===== src/rtl/dual_issue_scoreboard_if.sv =====
// Issue/writeback bundle between the dual-issue front end and dual_issue_scoreboard.
// A slot issues on a rising edge where issue_validK && issue_readyK; ready never depends on its own slot's valid.
interface dual_issue_scoreboard_if #(
   parameter int NUM_REGS = 32,
   parameter int ADDR_W   = 5
);
   logic                issue_valid1;
   logic [ADDR_W-1:0]   Rs1_addr1;
   logic [ADDR_W-1:0]   Rs2_addr1;
   logic [ADDR_W-1:0]   Rd_addr1;
   logic                Rd_wen1;
   logic                issue_valid2;
   logic [ADDR_W-1:0]   Rs1_addr2;
   logic [ADDR_W-1:0]   Rs2_addr2;
   logic [ADDR_W-1:0]   Rd_addr2;
   logic                Rd_wen2;
   logic                issue_ready1;
   logic                issue_ready2;
   logic                Wen1;
   logic [ADDR_W-1:0]   Rd_addr1_wb;
   logic                Wen2;
   logic [ADDR_W-1:0]   Rd_addr2_wb;
   logic [NUM_REGS-1:0] busy_vec;
   logic                sb_err;
   logic [31:0]         stall_cycles;

   modport master (
      output issue_valid1, Rs1_addr1, Rs2_addr1, Rd_addr1, Rd_wen1,
      output issue_valid2, Rs1_addr2, Rs2_addr2, Rd_addr2, Rd_wen2,
      output Wen1, Rd_addr1_wb, Wen2, Rd_addr2_wb,
      input  issue_ready1, issue_ready2, busy_vec, sb_err, stall_cycles
   );

   modport slave (
      input  issue_valid1, Rs1_addr1, Rs2_addr1, Rd_addr1, Rd_wen1,
      input  issue_valid2, Rs1_addr2, Rs2_addr2, Rd_addr2, Rd_wen2,
      input  Wen1, Rd_addr1_wb, Wen2, Rd_addr2_wb,
      output issue_ready1, issue_ready2, busy_vec, sb_err, stall_cycles
   );
endinterface


===== src/rtl/dual_issue_scoreboard.sv =====
// Per-register pending-write counters gating a 2-wide in-order issue stage.
// Optional stall performance counter enabled by defining SB_STALL_CNT_EN.
module dual_issue_scoreboard #(
   parameter int NUM_REGS = 32,
   parameter int ADDR_W   = 5,
   parameter int CNT_W    = 2
) (
   input logic               clk,
   input logic               rst,
   dual_issue_scoreboard_if.slave sb
);
   localparam logic [CNT_W-1:0] CNT_MAX = '1;

   logic [CNT_W-1:0]    cnt_q [NUM_REGS];
   logic [CNT_W-1:0]    cnt_d [NUM_REGS];
   logic                sb_err_q, sb_err_d;
   logic [NUM_REGS-1:0] busy;

   logic       src1_busy, dst1_full, ready1, fire1;
   logic       src2_busy, raw_pair, same_rd_inc, dst2_full, ready2, fire2;
   logic [CNT_W:0] dst2_sum;
   logic [CNT_W:0] up_w, dn_w;

   always_comb begin
      for (int r = 0; r < NUM_REGS; r++) begin
         busy[r] = (cnt_q[r] != '0);
      end
   end

   assign src1_busy = busy[sb.Rs1_addr1] | busy[sb.Rs2_addr1];
   assign dst1_full = sb.Rd_wen1 & (sb.Rd_addr1 != '0) & (cnt_q[sb.Rd_addr1] == CNT_MAX);
   assign ready1    = ~src1_busy & ~dst1_full;
   assign fire1     = sb.issue_valid1 & ready1 & sb.Rd_wen1 & (sb.Rd_addr1 != '0);

   // Slot 2 must also see slot 1's destination as pending, since both read the file this cycle.
   assign src2_busy   = busy[sb.Rs1_addr2] | busy[sb.Rs2_addr2];
   assign raw_pair    = sb.issue_valid1 & sb.Rd_wen1 & (sb.Rd_addr1 != '0) &
                        ((sb.Rs1_addr2 == sb.Rd_addr1) | (sb.Rs2_addr2 == sb.Rd_addr1));
   assign same_rd_inc = fire1 & (sb.Rd_addr1 == sb.Rd_addr2);
   assign dst2_sum    = {1'b0, cnt_q[sb.Rd_addr2]} + {{CNT_W{1'b0}}, same_rd_inc};
   assign dst2_full   = sb.Rd_wen2 & (sb.Rd_addr2 != '0) & (dst2_sum >= {1'b0, CNT_MAX});
   assign ready2      = (ready1 | ~sb.issue_valid1) & ~src2_busy & ~raw_pair & ~dst2_full;
   assign fire2       = sb.issue_valid2 & ready2 & sb.Rd_wen2 & (sb.Rd_addr2 != '0);

   always_comb begin
      sb_err_d = sb_err_q;
      up_w     = '0;
      dn_w     = '0;
      for (int r = 0; r < NUM_REGS; r++) begin
         cnt_d[r] = cnt_q[r];
         if (r != 0) begin
            up_w = {1'b0, cnt_q[r]}
                 + (CNT_W+1)'(fire1 && (sb.Rd_addr1 == ADDR_W'(r)))
                 + (CNT_W+1)'(fire2 && (sb.Rd_addr2 == ADDR_W'(r)));
            dn_w = (CNT_W+1)'(sb.Wen1 && (sb.Rd_addr1_wb == ADDR_W'(r)))
                 + (CNT_W+1)'(sb.Wen2 && (sb.Rd_addr2_wb == ADDR_W'(r)));
            // A writeback with nothing pending is a protocol error; hold at zero.
            if (dn_w > up_w) begin
               cnt_d[r] = '0;
               sb_err_d = 1'b1;
            end else begin
               cnt_d[r] = CNT_W'(up_w - dn_w);
            end
         end
      end
   end

   always_ff @(posedge clk or posedge rst) begin
      if (rst) begin
         for (int r = 0; r < NUM_REGS; r++) cnt_q[r] <= '0;
         sb_err_q <= 1'b0;
      end else begin
         for (int r = 0; r < NUM_REGS; r++) cnt_q[r] <= cnt_d[r];
         sb_err_q <= sb_err_d;
      end
   end

   assign sb.issue_ready1 = ready1;
   assign sb.issue_ready2 = ready2;
   assign sb.busy_vec     = busy;
   assign sb.sb_err       = sb_err_q;

`ifdef SB_STALL_CNT_EN
   logic [31:0] stall_q, stall_d;
   logic        stall1, stall_any;

   // A cycle counts once even when both slots are held back.
   assign stall1    = sb.issue_valid1 & ~ready1;
   assign stall_any = stall1 | (sb.issue_valid2 & ~ready2 & ~stall1);
   assign stall_d   = stall_q + {31'd0, stall_any};

   always_ff @(posedge clk or posedge rst) begin
      if (rst) stall_q <= '0;
      else     stall_q <= stall_d;
   end

   assign sb.stall_cycles = stall_q;
`else
   assign sb.stall_cycles = 32'd0;
`endif
endmodule


===== src/flat_wrapper.sv =====
// flat-port wrapper written by rule: the top's interface ports become plain ports
module dual_issue_scoreboard_flat 
#(
   parameter int NUM_REGS = 32,
   parameter int ADDR_W   = 5,
   parameter int CNT_W    = 2
)
  (clk, rst, sb_issue_valid1, sb_Rs1_addr1, sb_Rs2_addr1, sb_Rd_addr1, sb_Rd_wen1, sb_issue_valid2, sb_Rs1_addr2, sb_Rs2_addr2, sb_Rd_addr2, sb_Rd_wen2, sb_Wen1, sb_Rd_addr1_wb, sb_Wen2, sb_Rd_addr2_wb, sb_issue_ready1, sb_issue_ready2, sb_busy_vec, sb_sb_err, sb_stall_cycles);
  dual_issue_scoreboard_if #(.NUM_REGS(NUM_REGS), .ADDR_W(ADDR_W)) sb_i ();
  input logic clk;
  input logic rst;
  input wire logic [$bits(sb_i.issue_valid1)-1:0] sb_issue_valid1;
  input wire logic [$bits(sb_i.Rs1_addr1)-1:0] sb_Rs1_addr1;
  input wire logic [$bits(sb_i.Rs2_addr1)-1:0] sb_Rs2_addr1;
  input wire logic [$bits(sb_i.Rd_addr1)-1:0] sb_Rd_addr1;
  input wire logic [$bits(sb_i.Rd_wen1)-1:0] sb_Rd_wen1;
  input wire logic [$bits(sb_i.issue_valid2)-1:0] sb_issue_valid2;
  input wire logic [$bits(sb_i.Rs1_addr2)-1:0] sb_Rs1_addr2;
  input wire logic [$bits(sb_i.Rs2_addr2)-1:0] sb_Rs2_addr2;
  input wire logic [$bits(sb_i.Rd_addr2)-1:0] sb_Rd_addr2;
  input wire logic [$bits(sb_i.Rd_wen2)-1:0] sb_Rd_wen2;
  input wire logic [$bits(sb_i.Wen1)-1:0] sb_Wen1;
  input wire logic [$bits(sb_i.Rd_addr1_wb)-1:0] sb_Rd_addr1_wb;
  input wire logic [$bits(sb_i.Wen2)-1:0] sb_Wen2;
  input wire logic [$bits(sb_i.Rd_addr2_wb)-1:0] sb_Rd_addr2_wb;
  output wire logic [$bits(sb_i.issue_ready1)-1:0] sb_issue_ready1;
  output wire logic [$bits(sb_i.issue_ready2)-1:0] sb_issue_ready2;
  output wire logic [$bits(sb_i.busy_vec)-1:0] sb_busy_vec;
  output wire logic [$bits(sb_i.sb_err)-1:0] sb_sb_err;
  output wire logic [$bits(sb_i.stall_cycles)-1:0] sb_stall_cycles;
  assign sb_i.issue_valid1 = sb_issue_valid1;
  assign sb_i.Rs1_addr1 = sb_Rs1_addr1;
  assign sb_i.Rs2_addr1 = sb_Rs2_addr1;
  assign sb_i.Rd_addr1 = sb_Rd_addr1;
  assign sb_i.Rd_wen1 = sb_Rd_wen1;
  assign sb_i.issue_valid2 = sb_issue_valid2;
  assign sb_i.Rs1_addr2 = sb_Rs1_addr2;
  assign sb_i.Rs2_addr2 = sb_Rs2_addr2;
  assign sb_i.Rd_addr2 = sb_Rd_addr2;
  assign sb_i.Rd_wen2 = sb_Rd_wen2;
  assign sb_i.Wen1 = sb_Wen1;
  assign sb_i.Rd_addr1_wb = sb_Rd_addr1_wb;
  assign sb_i.Wen2 = sb_Wen2;
  assign sb_i.Rd_addr2_wb = sb_Rd_addr2_wb;
  assign sb_issue_ready1 = sb_i.issue_ready1;
  assign sb_issue_ready2 = sb_i.issue_ready2;
  assign sb_busy_vec = sb_i.busy_vec;
  assign sb_sb_err = sb_i.sb_err;
  assign sb_stall_cycles = sb_i.stall_cycles;
  dual_issue_scoreboard #(.NUM_REGS(NUM_REGS), .ADDR_W(ADDR_W), .CNT_W(CNT_W)) u_core (.clk(clk), .rst(rst), .sb(sb_i));
endmodule

===== config.mk =====
export PLATFORM = sky130hd
export DESIGN_NAME = dual_issue_scoreboard_flat
export DESIGN_NICKNAME = d
export VERILOG_FILES = /design/src/rtl/dual_issue_scoreboard_if.sv /design/src/rtl/dual_issue_scoreboard.sv /design/src/flat_wrapper.sv
export SDC_FILE = /design/constraint.sdc
export NUM_CORES = 1
export LEC_CHECK = 0
export ABC_CLOCK_PERIOD_IN_PS = 11710
export BUFFER_PORTS_ARGS = -buffer_cell sky130_fd_sc_hd__buf_4
export CAP_MARGIN = 25
export CORE_UTILIZATION = 50
export DETAILED_ROUTE_END_ITERATION = 10
export GPL_ROUTABILITY_DRIVEN = 0
export PLACE_DENSITY = 0.7
export REMOVE_ABC_BUFFERS = 1
export SYNTH_ARGS = -nofsm -noshare
export SYNTH_HDL_FRONTEND = slang
export SYNTH_SLANG_ARGS = --single-unit

===== constraint.sdc =====
create_clock -name clk -period 11.71 [get_ports clk]
set_input_delay 1.171 -clock clk [delete_from_list [all_inputs] [get_ports clk]]
set_output_delay 1.171 -clock clk [all_outputs]
set_load 0.01 [all_outputs]

### Word level (Yosys, flattened, before mapping)

Index checks and enable logic that the tools add are counted.

| operators by class | value |
|---|---|
| $add $sub $neg | 125 |
| $mul | 0 |
| divide/modulo/power cells | 0 |
| $lt $le $gt $ge | 38 |
| equality and inequality tests | 128 |
| shifts and indexed selects | 0 |
| mux-type cells | 76 |
| bitwise gates (word level) | 30 |
| reduce and logical (&&, ||, !) cells | 158 |

Operators by type and width:

| cell | count |
|---|---|
| $eq A5 B5 Y1 const B | 64 |
| $eq A5 B4 Y1 const B | 32 |
| $logic_and A1 B1 Y1 | 124 |
| $add A2 B1 Y3 | 32 |
| $add A3 B1 Y3 | 31 |
| $gt A2 B3 Y1 | 31 |
| $eq A5 B3 Y1 const B | 16 |
| $mux W2 | 35 |
| $add A1 B1 Y2 | 31 |
| $reduce_bool A2 Y1 | 31 |
| $sub A2 B2 Y2 | 31 |
| $eq A5 B2 Y1 const B | 8 |
| $mux W1 | 35 |
| $reduce_bool A31 Y1 | 1 |
| $lt A5 B6 Y1 const B | 4 |
| $bmux W1 S5 | 4 |
| $bmux W2 S5 | 2 |
| $eq A5 B1 Y1 const B | 4 |
| $and A1 B1 Y1 | 18 |
| $eq A5 B5 Y1 | 3 |
| $ge A6 B6 Y1 const B | 2 |
| $not A5 Y6 | 2 |
| $reduce_bool A5 Y1 | 2 |
| $not A1 Y1 | 6 |
| 3 further kinds | 6 |

| storage, ports and cells | value |
|---|---|
| register bits after elaboration | 63 |
| latch bits | 0 |
| bits in writable memories | 0 |
| bits in read-only memories | 0 |
| input port bits | 48 |
| output and inout bits | 67 |
| memories kept | 0 |

### Depth between registers and ports, before layout

Gate-level depths: netlist of the first run.

| logic depth | value |
|---|---|
| depth after elaboration | 54 |
| depth in mapped cells | 26 |
| gate-level depth less buffers | 22 |

### Least setup slack after synthesis of the first run

Ideal clock, no wire load.

| timing | value |
|---|---|
| path kind | input to register |
| from | input sb_Rs1_addr1[0] |
| to | register u_core.sb_err_q (netlist: u_core.sb.sb_err) |
| library setup time | 131 ps |
| arrival | 6,701 ps |
| slack | 4,877 ps |
| cell stages on the path | 24 |
| path through | clkbuf_1 -> mux4_2 -> nor3b_1 -> or4_4 -> a2111oi_4 -> nand4_2 -> buf_2 -> nor3_1 -> ha_1 -> ha_1 -> a21o_1 -> a31oi_1 -> nand4_1 -> clkbuf_1 -> nor4_1 -> fa_1 -> ha_1 -> inv_1 -> ha_1 -> a21oi_1 -> a211oi_1 -> a2111oi_0 -> nand4_1 -> or3_1 |

| on the way | value |
|---|---|
| longest elaborated chain between the ends | 50 |
| elaborated cells on any way between the ends | 206 |
| classes of those cells | add/sub: 63; order compare: 32; mux: 32; bitwise: 16; reduce/logical: 63 |

RTL lines:

| element | line | source |
|---|---|---|
| from (decl) | flat_wrapper.sv:13 | `input wire logic [$bits(sb_i.Rs1_addr1)-1:0] sb_Rs1_addr1;` |
| $bmux W1 S5 (*) | dual_issue_scoreboard.sv:30 | `assign src1_busy = busy[sb.Rs1_addr1] \| busy[sb.Rs2_addr1];` |
| $mux W1 (not written as such) (*) | dual_issue_scoreboard.sv:30 |  |
| $or A1 B1 Y1 (*) | dual_issue_scoreboard.sv:30 |  |
| $not A1 Y1 (*) | dual_issue_scoreboard.sv:32 | `assign ready1 = ~src1_busy & ~dst1_full;` |
| $and A1 B1 Y1 (*) | dual_issue_scoreboard.sv:32 |  |
| $and A1 B1 Y1 (3 in a row) | dual_issue_scoreboard.sv:33 | `assign fire1 = sb.issue_valid1 & ready1 & sb.Rd_wen1 & (sb.Rd_addr1 != '0);` |
| $and A1 B1 Y1 | dual_issue_scoreboard.sv:39 | `assign same_rd_inc = fire1 & (sb.Rd_addr1 == sb.Rd_addr2);` |
| $add A2 B1 Y3 | dual_issue_scoreboard.sv:40 | `assign dst2_sum = {1'b0, cnt_q[sb.Rd_addr2]} + {{CNT_W{1'b0}}, same_rd_inc};` |
| $ge A3 B2 Y1 | dual_issue_scoreboard.sv:41 | `assign dst2_full = sb.Rd_wen2 & (sb.Rd_addr2 != '0) & (dst2_sum >= {1'b0, CNT_MAX});` |
| $and A1 B1 Y1 | dual_issue_scoreboard.sv:41 |  |
| $not A1 Y1 | dual_issue_scoreboard.sv:42 | `assign ready2 = (ready1 \| ~sb.issue_valid1) & ~src2_busy & ~raw_pair & ~dst2_full;` |
| $and A1 B1 Y1 | dual_issue_scoreboard.sv:42 |  |
| $and A1 B1 Y1 (3 in a row) | dual_issue_scoreboard.sv:43 | `assign fire2 = sb.issue_valid2 & ready2 & sb.Rd_wen2 & (sb.Rd_addr2 != '0);` |
| $logic_and A1 B1 Y1 | dual_issue_scoreboard.sv:54 | `+ (CNT_W+1)'(fire2 && (sb.Rd_addr2 == ADDR_W'(r)));` |
| $add A3 B1 Y3 | dual_issue_scoreboard.sv:54 |  |
| $gt A2 B3 Y1 | dual_issue_scoreboard.sv:58 | `if (dn_w > up_w) begin` |
| $mux W1 (30 in a row) | dual_issue_scoreboard.sv:58 |  |
| to (signal assigned) | dual_issue_scoreboard.sv:74 | `sb_err_q <= sb_err_d;` |
| to (decl) | dual_issue_scoreboard.sv:16 | `logic sb_err_q, sb_err_d;` |

Mark *: on every way between the ends. The rest lies on a longest branch, timed or not. The select of a mux whose other input is x is not followed.
A chain may end at the register's enable or synchronous reset.

### Final worst setup path of the first run

| timing | value |
|---|---|
| from | input sb_Rs2_addr1[2] |
| to | register u_core.sb_err_q (netlist: u_core.sb.sb_err) |

| on the way | value |
|---|---|
| longest elaborated chain between the ends | 50 |
| elaborated cells on any way between the ends | 206 |
| classes of those cells | add/sub: 63; order compare: 32; mux: 32; bitwise: 16; reduce/logical: 63 |

RTL lines:

| element | line | source |
|---|---|---|
| from (decl) | flat_wrapper.sv:14 | `input wire logic [$bits(sb_i.Rs2_addr1)-1:0] sb_Rs2_addr1;` |
| $bmux W1 S5 (*) | dual_issue_scoreboard.sv:30 |  |
| $mux W1 (not written as such) (*) | dual_issue_scoreboard.sv:30 |  |
| $or A1 B1 Y1 (*) | dual_issue_scoreboard.sv:30 |  |
| $not A1 Y1 (*) | dual_issue_scoreboard.sv:32 |  |
| $and A1 B1 Y1 (*) | dual_issue_scoreboard.sv:32 |  |
| $and A1 B1 Y1 (3 in a row) | dual_issue_scoreboard.sv:33 |  |
| $and A1 B1 Y1 | dual_issue_scoreboard.sv:39 |  |
| $add A2 B1 Y3 | dual_issue_scoreboard.sv:40 |  |
| $ge A3 B2 Y1 | dual_issue_scoreboard.sv:41 |  |
| $and A1 B1 Y1 | dual_issue_scoreboard.sv:41 |  |
| $not A1 Y1 | dual_issue_scoreboard.sv:42 |  |
| $and A1 B1 Y1 | dual_issue_scoreboard.sv:42 |  |
| $and A1 B1 Y1 (3 in a row) | dual_issue_scoreboard.sv:43 |  |
| $logic_and A1 B1 Y1 | dual_issue_scoreboard.sv:54 |  |
| $add A3 B1 Y3 | dual_issue_scoreboard.sv:54 |  |
| $gt A2 B3 Y1 | dual_issue_scoreboard.sv:58 |  |
| $mux W1 (30 in a row) | dual_issue_scoreboard.sv:58 |  |

Marked as above.

==> run summary, run 1 <==
Status - finished, final reports clean
Clock Pin Slew Worst Setup and Hold Paths - 60 ps
Seq/Total Area, Yosys - 16.6%
H-tree depth - 3
Layout cells sized above 1 - 14.5%
Vias in the first global route - 8121
Worst R2R Start - u_core.cnt_q[13]$_DFF_PP0_
Crit Path Max Fanout - 32
Sink Count - 63
Max Cap Violations - 0
Final setup viols - 0
Worst-margin pin slew - 871 ps
Type of the worst min-delay path - reg -> reg
ANT nets after route - 0
Reg2Reg Depth - 23
# hold bufs at CTS - 0
Area of the mapped netlist - 9520 sq um
PwrDens - 134 nW/um^2
Dpl hpwl - 23000 um
Chip Height - 140 um
DRT Pass-1 Iters - 5
Critical Path Start Type - input pin
Final net count - 1406
Max rail drop VDD - 0.0561 mV
Die W - 140 um
Fmax - 0.127 GHz
Yosys cell types - 61
Area delta synth->final - 9.09%
Die area - 19600 sq um
Total negative slack - 0 ps
Inserted Clock Buffers - 9
Synthesized flop and latch total - 63
Wirelength per Cell - 20.5 um
Core box area - 18700 sq um
DRC - 0
Overall routing resource usage - 30.6%
Initial antenna violation count - 0
Seq. cell area - 1580 sq um
Yosys warns - 0
Global-route wire length before repair - 45600 um
DR iter-0 viols - 863
Hold depth - 3
FP Rows - 50
Tmin final - 7860 ps
Total power - 1.39 mW
CP endpoint kind - flop
Maximum clock insertion buffer count - 2
R2R setup slack - 4160 ps
Starting Density - 50.9%
Final max-slew violation count - 0
Worst slew margin relative to its limit - 41.9%
Largest net degree at the start of global routing - 64
CTS tree - done
CP Launch Point - sb_Rs2_addr1[2]
Vias per inst - 6.11
Setup bufs post-CTS - 0
Worst min-delay path startpoint - u_core.cnt_q[31]$_DFF_PP0_
Antenna diodes - 0
Number of flops mapped to enable cells by yosys - 0
Clk_skew - 5.58 ps
Crit path DAT - 8080 ps
RSZ-0062 raised after global routing - no
Ys flop type - dfrtp_1
PostCTS Resize Cnt - 0
Final wirelength - 28900 um
# fillers - 1722
Mean Syn Cell Area - 8.47 sq um
FFs w/ async S/R, synth - 100%
Root buf cell - clkbuf_16
Synth Instances - 1124
Worst-skew pair later-pin latency - 350 ps
Vias - 8613
Grt total ovfl - 0
Critical Path RT - 11930 ps
Final worst path period share - 67.1%
Port Buffer Count - 81
P_leak - 4.84 nW
Num ports - 115
Multi-input logic area - 7060 sq um
Hold violation count in the final report - 0
Setup Crit Path Kind - in -> reg
==> synthesized netlist by cell type, types with 23 or more instances <==
library cell / instances / share of area, %
clkbuf_1: 34 / 1.3
xor2_1: 35 / 3.2
buf_4: 33 / 2.6
dfrtp_1: 63 / 17
nand3_1: 24 / 1.3
fa_1: 31 / 6.5
nor2_1: 180 / 7.1
ha_1: 157 / 21
nor3_1: 45 / 2.4
a211oi_1: 23 / 1.8
nand2_1: 60 / 2.4
nor4_1: 34 / 2.2
a21oi_1: 49 / 2.6
inv_1: 149 / 5.9
mux4_2: 48 / 11
==> worst paths after layout <==
kind,endpoint
setup / recovery,u_core.sb.sb_err$_DFFE_PP0P_
min in group asynchronous,u_core.cnt_q[9]$_DFF_PP0_
hold reg to reg,u_core.cnt_q[30]$_DFF_PP0_
max in group asynchronous,u_core.cnt_q[46]$_DFF_PP0_
hold / removal,u_core.cnt_q[30]$_DFF_PP0_
setup reg to reg,u_core.sb.sb_err$_DFFE_PP0P_
==> stage by stage <==
step / hold slack, ps / worst slack (ps) / instance area [sq um] / cells / util, %
final: 765 / 3850 / 10400 / 1409 / 55.5
after global placement: 726 / 3840 / 10100 / 1393 / 54.1
after CTS: 751 / 4030 / 10400 / 1409 / 55.5
after global routing: 807 / 3570 / 10400 / 1409 / 55.5
after floorplan: 628 / 4310 / 9200 / 1075 / -
after detailed placement: 737 / 3690 / 10100 / 1393 / 54.1
==> flip-flops by register name, indices dropped and copies added, names as in the netlist <==
signal / count
u_core.cnt_q: 62
u_core.sb.sb_err: 1
==> worst max-delay path, cell delays in order <==
cell and delay [ps]:
buf_4 140, inv_2 130, mux4_2 510, nor4b_1 150
or4_4 560, a2111oi_4 290, nand4_2 700, nor3_1 410
ha_1 190, ha_1 210, a21o_1 180, a31oi_1 180
nand4_1 140, buf_4 270, nor4_1 420, fa_1 260
ha_1 230, inv_1 60, ha_1 250, a21oi_1 210
a211oi_1 100, a2111oi_0 650, nand4_1 270, or3_1 370
==> power by group <==
part / total (mW) / switching [mW] / leakage [nW] / internal [mW]
sequential: 0.341 / 0.0771 / 0.852 / 0.264
combinational: 0.799 / 0.456 / 3.86 / 0.343
clock: 0.248 / 0.106 / 0.126 / 0.142
total: 1.39 / 0.639 / 4.84 / 0.749
==> final cells by class <==
type	instances	area share, %
inverter	150	5.42
multi-input combinational	862	68.0
timing repair buffer	84	6.07
clock inverter	4	0.217
clock buffer	12	2.28
tap	234	2.82
sequential	63	15.2
==> per-layer routing <==
layer,GRT usage [%],part of all wire (%)
met1,42.5,42
met2,47.3,45
met3,5.71,10
met4,11.5,3.2
met5,0,0
==> cells by family (layout without fill, tap and decap cells) <==
kind of cell | Yosys count | after routing | synth area share, %
simple gates | 413 | 413 | 20.3
fa+ha+maj | 188 | 188 | 27.2
buf+inv | 231 | 250 | 10.5
compound gates | 128 | 128 | 9.11
flops | 63 | 63 | 16.6
mux | 57 | 57 | 12.4
xor+xnor | 43 | 43 | 3.96
other cells | 1 | 33 | 0.0394
==> cells in the final DEF (no fill, tap or decap), drive strengths merged, types with 35 or more instances in the layout <==
| cell | netlist | layout |
|---|---|---|
| dfrtp | 63 | 63 |
| xor2 | 35 | 35 |
| inv | 150 | 150 |
| nor2 | 180 | 180 |
| mux4 | 48 | 48 |
| nor3 | 45 | 45 |
| nand2 | 60 | 60 |
| ha | 157 | 157 |
| buf | 47 | 84 |
| a21oi | 49 | 49 |
(Power assumes the default switching activity.)
==> run 2, diff against run 1 <==
Settings changed: ABC_AREA from default to 1, ABC_CLOCK_PERIOD_IN_PS 11710 to 7300.
Clock period 11.71 ns to 7.3 ns, I/O delays scaled along.
==> run 2 against run 1 <==
Compared with the run above: sequential cell count is the same; via count grew 21%; largest cell class unchanged; cell area grew 8.4%; sequential power grew 79%; power grew 93%; utilization shrank 0.058 points; largest power group unchanged; first-iteration DRC count grew 19%; worst hold slack lost 160 ps; clock skew grew 1.6 ps; sequential share of layout area shrank 1.2 points; register-to-register slack lost 2600 ps.
==> run summary, run 2 <==
Status - finished, final reports clean
Count leader, synth - nand2_1
PwrDens - 237 nW/um^2 (+78%)
Chip Height - 146 um (+4.4%)
DR iter-0 viols - 1026 (+19%)
Delay of the slowest critical-path stage - 420 ps (-280 ps)
P_leak - 6.13 nW (+27%)
Largest family of logic cells by synthesized area - simple AND/OR/NAND/NOR gates
Max rail drop VDD - 0.122 mV (+120%)
Type of the worst min-delay path - reg -> reg
PnR worst setup slack - 1210 ps (-2640 ps)
Die area - 21300 sq um (+8.9%)
Synth Instances - 1565 (+39%)
Number of flops mapped to enable cells by yosys - 0 (unchanged)
Complex-gate fraction of the synthesized area - 7.92% (-1.2 points)
Critical Path Start Type - input pin
Sink Count - 63 (unchanged)
Setup bufs post-CTS - 0 (unchanged)
Worst-margin pin slew - 881 ps (+10.3 ps)
Area of the mapped netlist - 10400 sq um (+9.1%)
Final setup viols - 0 (unchanged)
Final max-slew violation count - 0 (unchanged)
Initial antenna violation count - 0 (unchanged)
# fillers - 2036 (+18%)
H-tree depth - 3 (unchanged)
Worst-skew pair later-pin latency - 350 ps (about the same)
CTS tree - done
CP most frequent cell - nand2_1
Area delta synth->final - 8.45%
Synthesized flop and latch total - 63 (unchanged)
Final worst path period share - 83.4%
FFs w/ async S/R, synth - 100% (unchanged)
Area contributors post-synth - ha_1, dfrtp_1, nand2_1, inv_1, nor2_1
Die W - 146 um (+4.4%)
Mean Syn Cell Area - 6.63 sq um (-22%)
Clk_skew - 7.19 ps (+1.61 ps)
Clock Pin Slew Worst Setup and Hold Paths - 50 ps (about the same)
Max Cap Violations - 0 (unchanged)
Seq/Total Area, Yosys - 15.2% (-1.4 points)
Starting Density - 51.1% (+0.25 points)
# hold bufs at CTS - 0 (unchanged)
FP Rows - 52 (+4.0%)
Post-synth top area share - 18.9% (-1.7 points)
Total negative slack - 0 ps (unchanged)
Ys flop type - dfrtp_1
Yosys warns - 0 (unchanged)
Most common library cells after synthesis - nand2_1, inv_1, nor2_1, ha_1, nand3_1
Post-synthesis mux area share - 0% (-12 points)
Post-Place Setup Slack - 908 ps (-2790 ps)
Worst slew margin relative to its limit - 41.3% (-0.69 points)
Vias per inst - 5.49 (-10%)
Layout cells sized above 1 - 11.7% (-2.8 points)
Final net count - 1855 (+32%)
ANT nets after route - 0 (unchanged)
Post-Synth Adder-Cell Area - 24.9% (-2.3 points)
RSZ-0062 raised after global routing - no
Antenna diodes - 0 (unchanged)
Final wirelength - 33800 um (+17%)
Dpl hpwl - 27000 um (+18%)
Most frequent cells in the layout - nand2_1, inv_1, nor2_1, ha_1, nand3_1
Core box area - 20300 sq um (+8.5%)
Root buf cell - clkbuf_16
Inserted Clock Buffers - 9 (unchanged)
Global-route wire length before repair - 53700 um (+18%)
Fmax - 0.164 GHz
Largest net degree at the start of global routing - 64 (unchanged)
Hold violation count in the final report - 0 (unchanged)
Wirelength per Cell - 17.9 um (-13%)
Simple-Gate Fraction of Synth Area - 34.4% (+14 points)
Vias - 10402 (+21%)
CP endpoint kind - flop
Yosys cell types - 41 (-33%)
Slowest-stage cell, CP - nor2_2
Setup Crit Path Kind - in -> reg
Most common cell after layout, fill and taps aside - nand2_1
Area leader, netlist - ha_1
DRT Pass-1 Iters - 6 (+1)
Vias in the first global route - 9937 (+22%)
Crit Path Max Fanout - 38 (+19%)
Num ports - 115 (unchanged)
Largest register FFs - 62 (unchanged)
Overall routing resource usage - 32.7% (+2.1 points)
PostCTS Resize Cnt - 0 (unchanged)
Tmin final - 6090 ps
Grt total ovfl - 0 (unchanged)
Maximum clock insertion buffer count - 2 (unchanged)
Multi-input logic area - 7420 sq um (+5.1%)
Largest Register - u_core.cnt_q
Port Buffer Count - 81 (unchanged)
Critical Path RT - 7510 ps (-4420 ps)
Crit path DAT - 6300 ps (-1780 ps)
DRC - 0 (unchanged)
Post-synthesis xor/xnor area fraction - 3.12% (-0.83 points)
Seq. cell area - 1580 sq um (unchanged)
## run 2: worst paths after layout
check,startpoint,to,slack (ps),cells past startpoint
max in group asynchronous,rst,u_core.cnt_q[60]$_DFF_PP0_,6070,3
max,sb_Rd_addr1[0],u_core.sb.sb_err$_DFFE_PP0P_,1210,33
min,u_core.sb.sb_err$_DFFE_PP0P_,u_core.sb.sb_err$_DFFE_PP0P_,610,4
min in group asynchronous,rst,u_core.cnt_q[5]$_DFF_PP0_,650,3
max reg2reg,u_core.cnt_q[16]$_DFF_PP0_,u_core.sb.sb_err$_DFFE_PP0P_,1570,32
min reg2reg,u_core.sb.sb_err$_DFFE_PP0P_,u_core.sb.sb_err$_DFFE_PP0P_,610,4
## run 2: metal layers
| layer | wire length [um] | part of all wire [%] | global-route usage [%] |
|---|---|---|---|
| met3 | 3600 | 11 | 5.44 |
| met1 | 13700 | 41 | 43.6 |
| met5 | 0 | 0 | 0 |
| met4 | 1730 | 5.1 | 15.8 |
| met2 | 14800 | 44 | 51.4 |
## run 2: kinds of logic after synthesis
logic type	count (synthesis)
flip-flops	63
AND/OR/NAND/NOR	804
buffers and inverters	332
adder cells (fa/ha/maj)	188
XOR/XNOR	37
other	1
AO/OA/AOI/OAI	140
## run 2: area by class of cell
| cell class | instances | area share, % |
|---|---|---|
| tap | 270 | 3.00 |
| timing repair buffer | 90 | 6.00 |
| multi-input combinational | 1202 | 65.9 |
| sequential | 63 | 14.0 |
| clock inverter | 3 | 0.378 |
| clock buffer | 13 | 2.22 |
| inverter | 253 | 8.46 |
## run 2: worst max-delay path: cells and delay by family
family,cells,cell delay (ps)
AOI/OAI and AO/OA,3,420
buffers and inverters,3,750
adders and majority gates,5,1130
and+or+nand+nor,22,3200
## run 2: where the power goes
part           switching (mW)  internal [mW]  leakage, nW
Sequential              0.163          0.448        0.853
Combinational            1.01          0.609         5.14
Clock                   0.170          0.274        0.140
Total                    1.34           1.33         6.13
## run 2: per-stage QoR
stage | cell area [sq um] | utilization, % | total power, mW | hold slack [ps] | instances
6_report | 11300 | 55.5 | 2.67 | 608 | 1894
5_1_grt | 11300 | 55.5 | 2.88 | 679 | 1894
4_1_cts | 11300 | 55.5 | 2.64 | 614 | 1894
3_5_place_dp | 11000 | 54.0 | 2.19 | 599 | 1878
3_3_place_gp | 11000 | 54.0 | 2.16 | 584 | 1878
2_1_floorplan | 9950 | - | 1.60 | 600 | 1518
==> run 3, diff against run 2 <==
Settings changed: ABC_CLOCK_PERIOD_IN_PS 7300 to 6220.
Clock period 7.3 ns to 6.22 ns, I/O delays scaled along.
==> run 3 against run 2 <==
Compared with the run above: non-clock buffer count rose by 5; worst hold slack got worse by 75 ps; critical endpoint unchanged; cell area rose by 0.61%; utilization rose by 0.34 points; wire length barely moved; register-to-register slack got worse by 840 ps; clock power rose by 18%; power rose by 18%; via count fell by 0.21%; count of clock-buffer cells in the layout fell by 1; global-route usage barely moved.
==> run summary, run 3 (same netlist as run 2, synthesis figures left out) <==
Type of the worst min-delay path - in -> async
Crit path buf inv count - 3 (unchanged)
CP most frequent cell - nor2_1
DR iter-0 viols - 950 (-7.4%)
Hold violation count in the final report - 0 (unchanged)
Die W - 146 um (unchanged)
Crit Path Max Fanout - 13 (-66%)
Grt total ovfl - 0 (unchanged)
# hold bufs at CTS - 0 (unchanged)
P_leak - 6.17 nW (+0.68%)
Setup bufs post-CTS - 0 (unchanged)
Die area - 21300 sq um (unchanged)
Status - finished, final reports clean
Root buf cell - clkbuf_16
ANT nets after route - 0 (unchanged)
Final net count - 1860 (+0.27%)
Maximum clock insertion buffer count - 2 (unchanged)
Worst-skew pair later-pin latency - 350 ps (about the same)
Worst-margin pin slew - 886 ps (+4.97 ps)
Antenna diodes - 0 (unchanged)
Clock Pin Slew Worst Setup and Hold Paths - 50 ps (about the same)
Total power - 3.15 mW (+18%)
Most frequent cells in the layout - nand2_1, inv_1, nor2_1, ha_1, nand3_1
Inserted Clock Buffers - 9 (unchanged)
DRT Pass-1 Iters - 7 (+1)
Vias - 10380 (-0.21%)
Fmax - 0.182 GHz
Wirelength per Cell - 17.8 um (-0.13%)
Vias per inst - 5.47 (-0.42%)
Initial antenna violation count - 0 (unchanged)
Starting Density - 51.1% (unchanged)
RSZ-0062 raised after global routing - no
PnR worst setup slack - 728 ps (-482 ps)
Crit path DAT - 5720 ps (-580 ps)
Area delta synth->final - 9.11%
PwrDens - 278 nW/um^2 (+17%)
Dpl hpwl - 27100 um (+0.46%)
H-tree depth - 3 (unchanged)
CP delay by family, top - simple AND/OR/NAND/NOR gates
Max rail drop VDD - 0.133 mV (+9.4%)
Critical Path RT - 6450 ps (-1060 ps)
Delay of the slowest critical-path stage - 560 ps (+140 ps)
Port Buffer Count - 81 (unchanged)
Placed inst area - 11000 sq um (+0.57%)
Sink Count - 63 (unchanged)
Post-Place Setup Slack - 484 ps (-424 ps)
Num ports - 115 (unchanged)
CTS tree - done
Overall routing resource usage - 32.6% (-0.038 points)
Worst slew margin relative to its limit - 40.9% (-0.33 points)
Global-route wire length before repair - 53600 um (-0.13%)
Max Cap Violations - 0 (unchanged)
Clk_skew - 4.77 ps (-2.42 ps)
PostCTS Resize Cnt - 0 (unchanged)
Largest net degree at the start of global routing - 64 (unchanged)
Chip Height - 146 um (unchanged)
Design area - 11300 sq um (+0.61%)
Largest register FFs - 62 (unchanged)
Total negative slack - 0 ps (unchanged)
Final wirelength - 33900 um (about the same)
Largest Register - u_core.cnt_q
FP Rows - 52 (unchanged)
Tmin final - 5490 ps
Slowest-stage cell, CP - nor2_1
Critical Path Start Type - flop
CP endpoint kind - flop
Layout cells sized above 1 - 12.0% (+0.34 points)
Setup Crit Path Kind - reg -> reg
Final max-slew violation count - 0 (unchanged)
Most common cell after layout, fill and taps aside - nand2_1
Final worst path period share - 88.3%
Vias in the first global route - 9809 (-1.3%)
Core box area - 20300 sq um (unchanged)
Final setup viols - 0 (unchanged)
DRC - 0 (unchanged)
## run 3: final cells by class
type | instances | area [sq um]
Sequential cell | 63 | 1580
Timing Repair Buffer | 95 | 738
Inverter | 253 | 952
Clock buffer | 12 | 256
Multi-Input combinational cell | 1202 | 7420
Clock inverter | 3 | 42.5
Tap cell | 270 | 338
Fill cell | 2006 | 8970
## run 3: final timing paths
path | cells past startpoint | start | slack [ps] | end
max | 33 | u_core.cnt_q[16]$_DFF_PP0_ | 730 | u_core.sb.sb_err$_DFFE_PP0P_
min | 3 | rst | 530 | u_core.cnt_q[35]$_DFF_PP0_
max reg2reg | 33 | u_core.cnt_q[16]$_DFF_PP0_ | 730 | u_core.sb.sb_err$_DFFE_PP0P_
min reg2reg | 4 | u_core.sb.sb_err$_DFFE_PP0P_ | 670 | u_core.sb.sb_err$_DFFE_PP0P_
max in group asynchronous | 3 | rst | 5090 | u_core.cnt_q[27]$_DFF_PP0_
min in group clk | 4 | u_core.sb.sb_err$_DFFE_PP0P_ | 670 | u_core.sb.sb_err$_DFFE_PP0P_
## run 3: layer usage
layer  wire length [um]  track usage [%]  vias to the layer above  share of wire [%]
met5                  0                0                        -                  0
met4               1460             14.8                        0                4.3
met3               3240             4.97                      120                9.6
li1                   -                -                     4939                  -
met2              14700             51.4                      610                 43
met1              14500             44.1                     4711                 43
## run 3: power by group
part / total, mW / leakage [nW] / switching [mW] / internal [mW]
sequential: 0.712 / 0.853 / 0.186 / 0.526
combinational: 1.92 / 5.17 / 1.19 / 0.721
clock: 0.524 / 0.145 / 0.195 / 0.329
total: 3.15 / 6.17 / 1.58 / 1.58
## run 3: tightest hold or removal path, cell delays in order
cell and delay (ps):
buf_4 110, inv_2 30, buf_4 650
## run 3: stage by stage
step,std cells,hold WS (ps),utilization (%)
floorplan,1518,600,-
global placement,1883,650,54.3
detailed placement,1883,653,54.3
CTS,1898,572,55.8
global route,1898,642,55.8
finish,1898,533,55.8
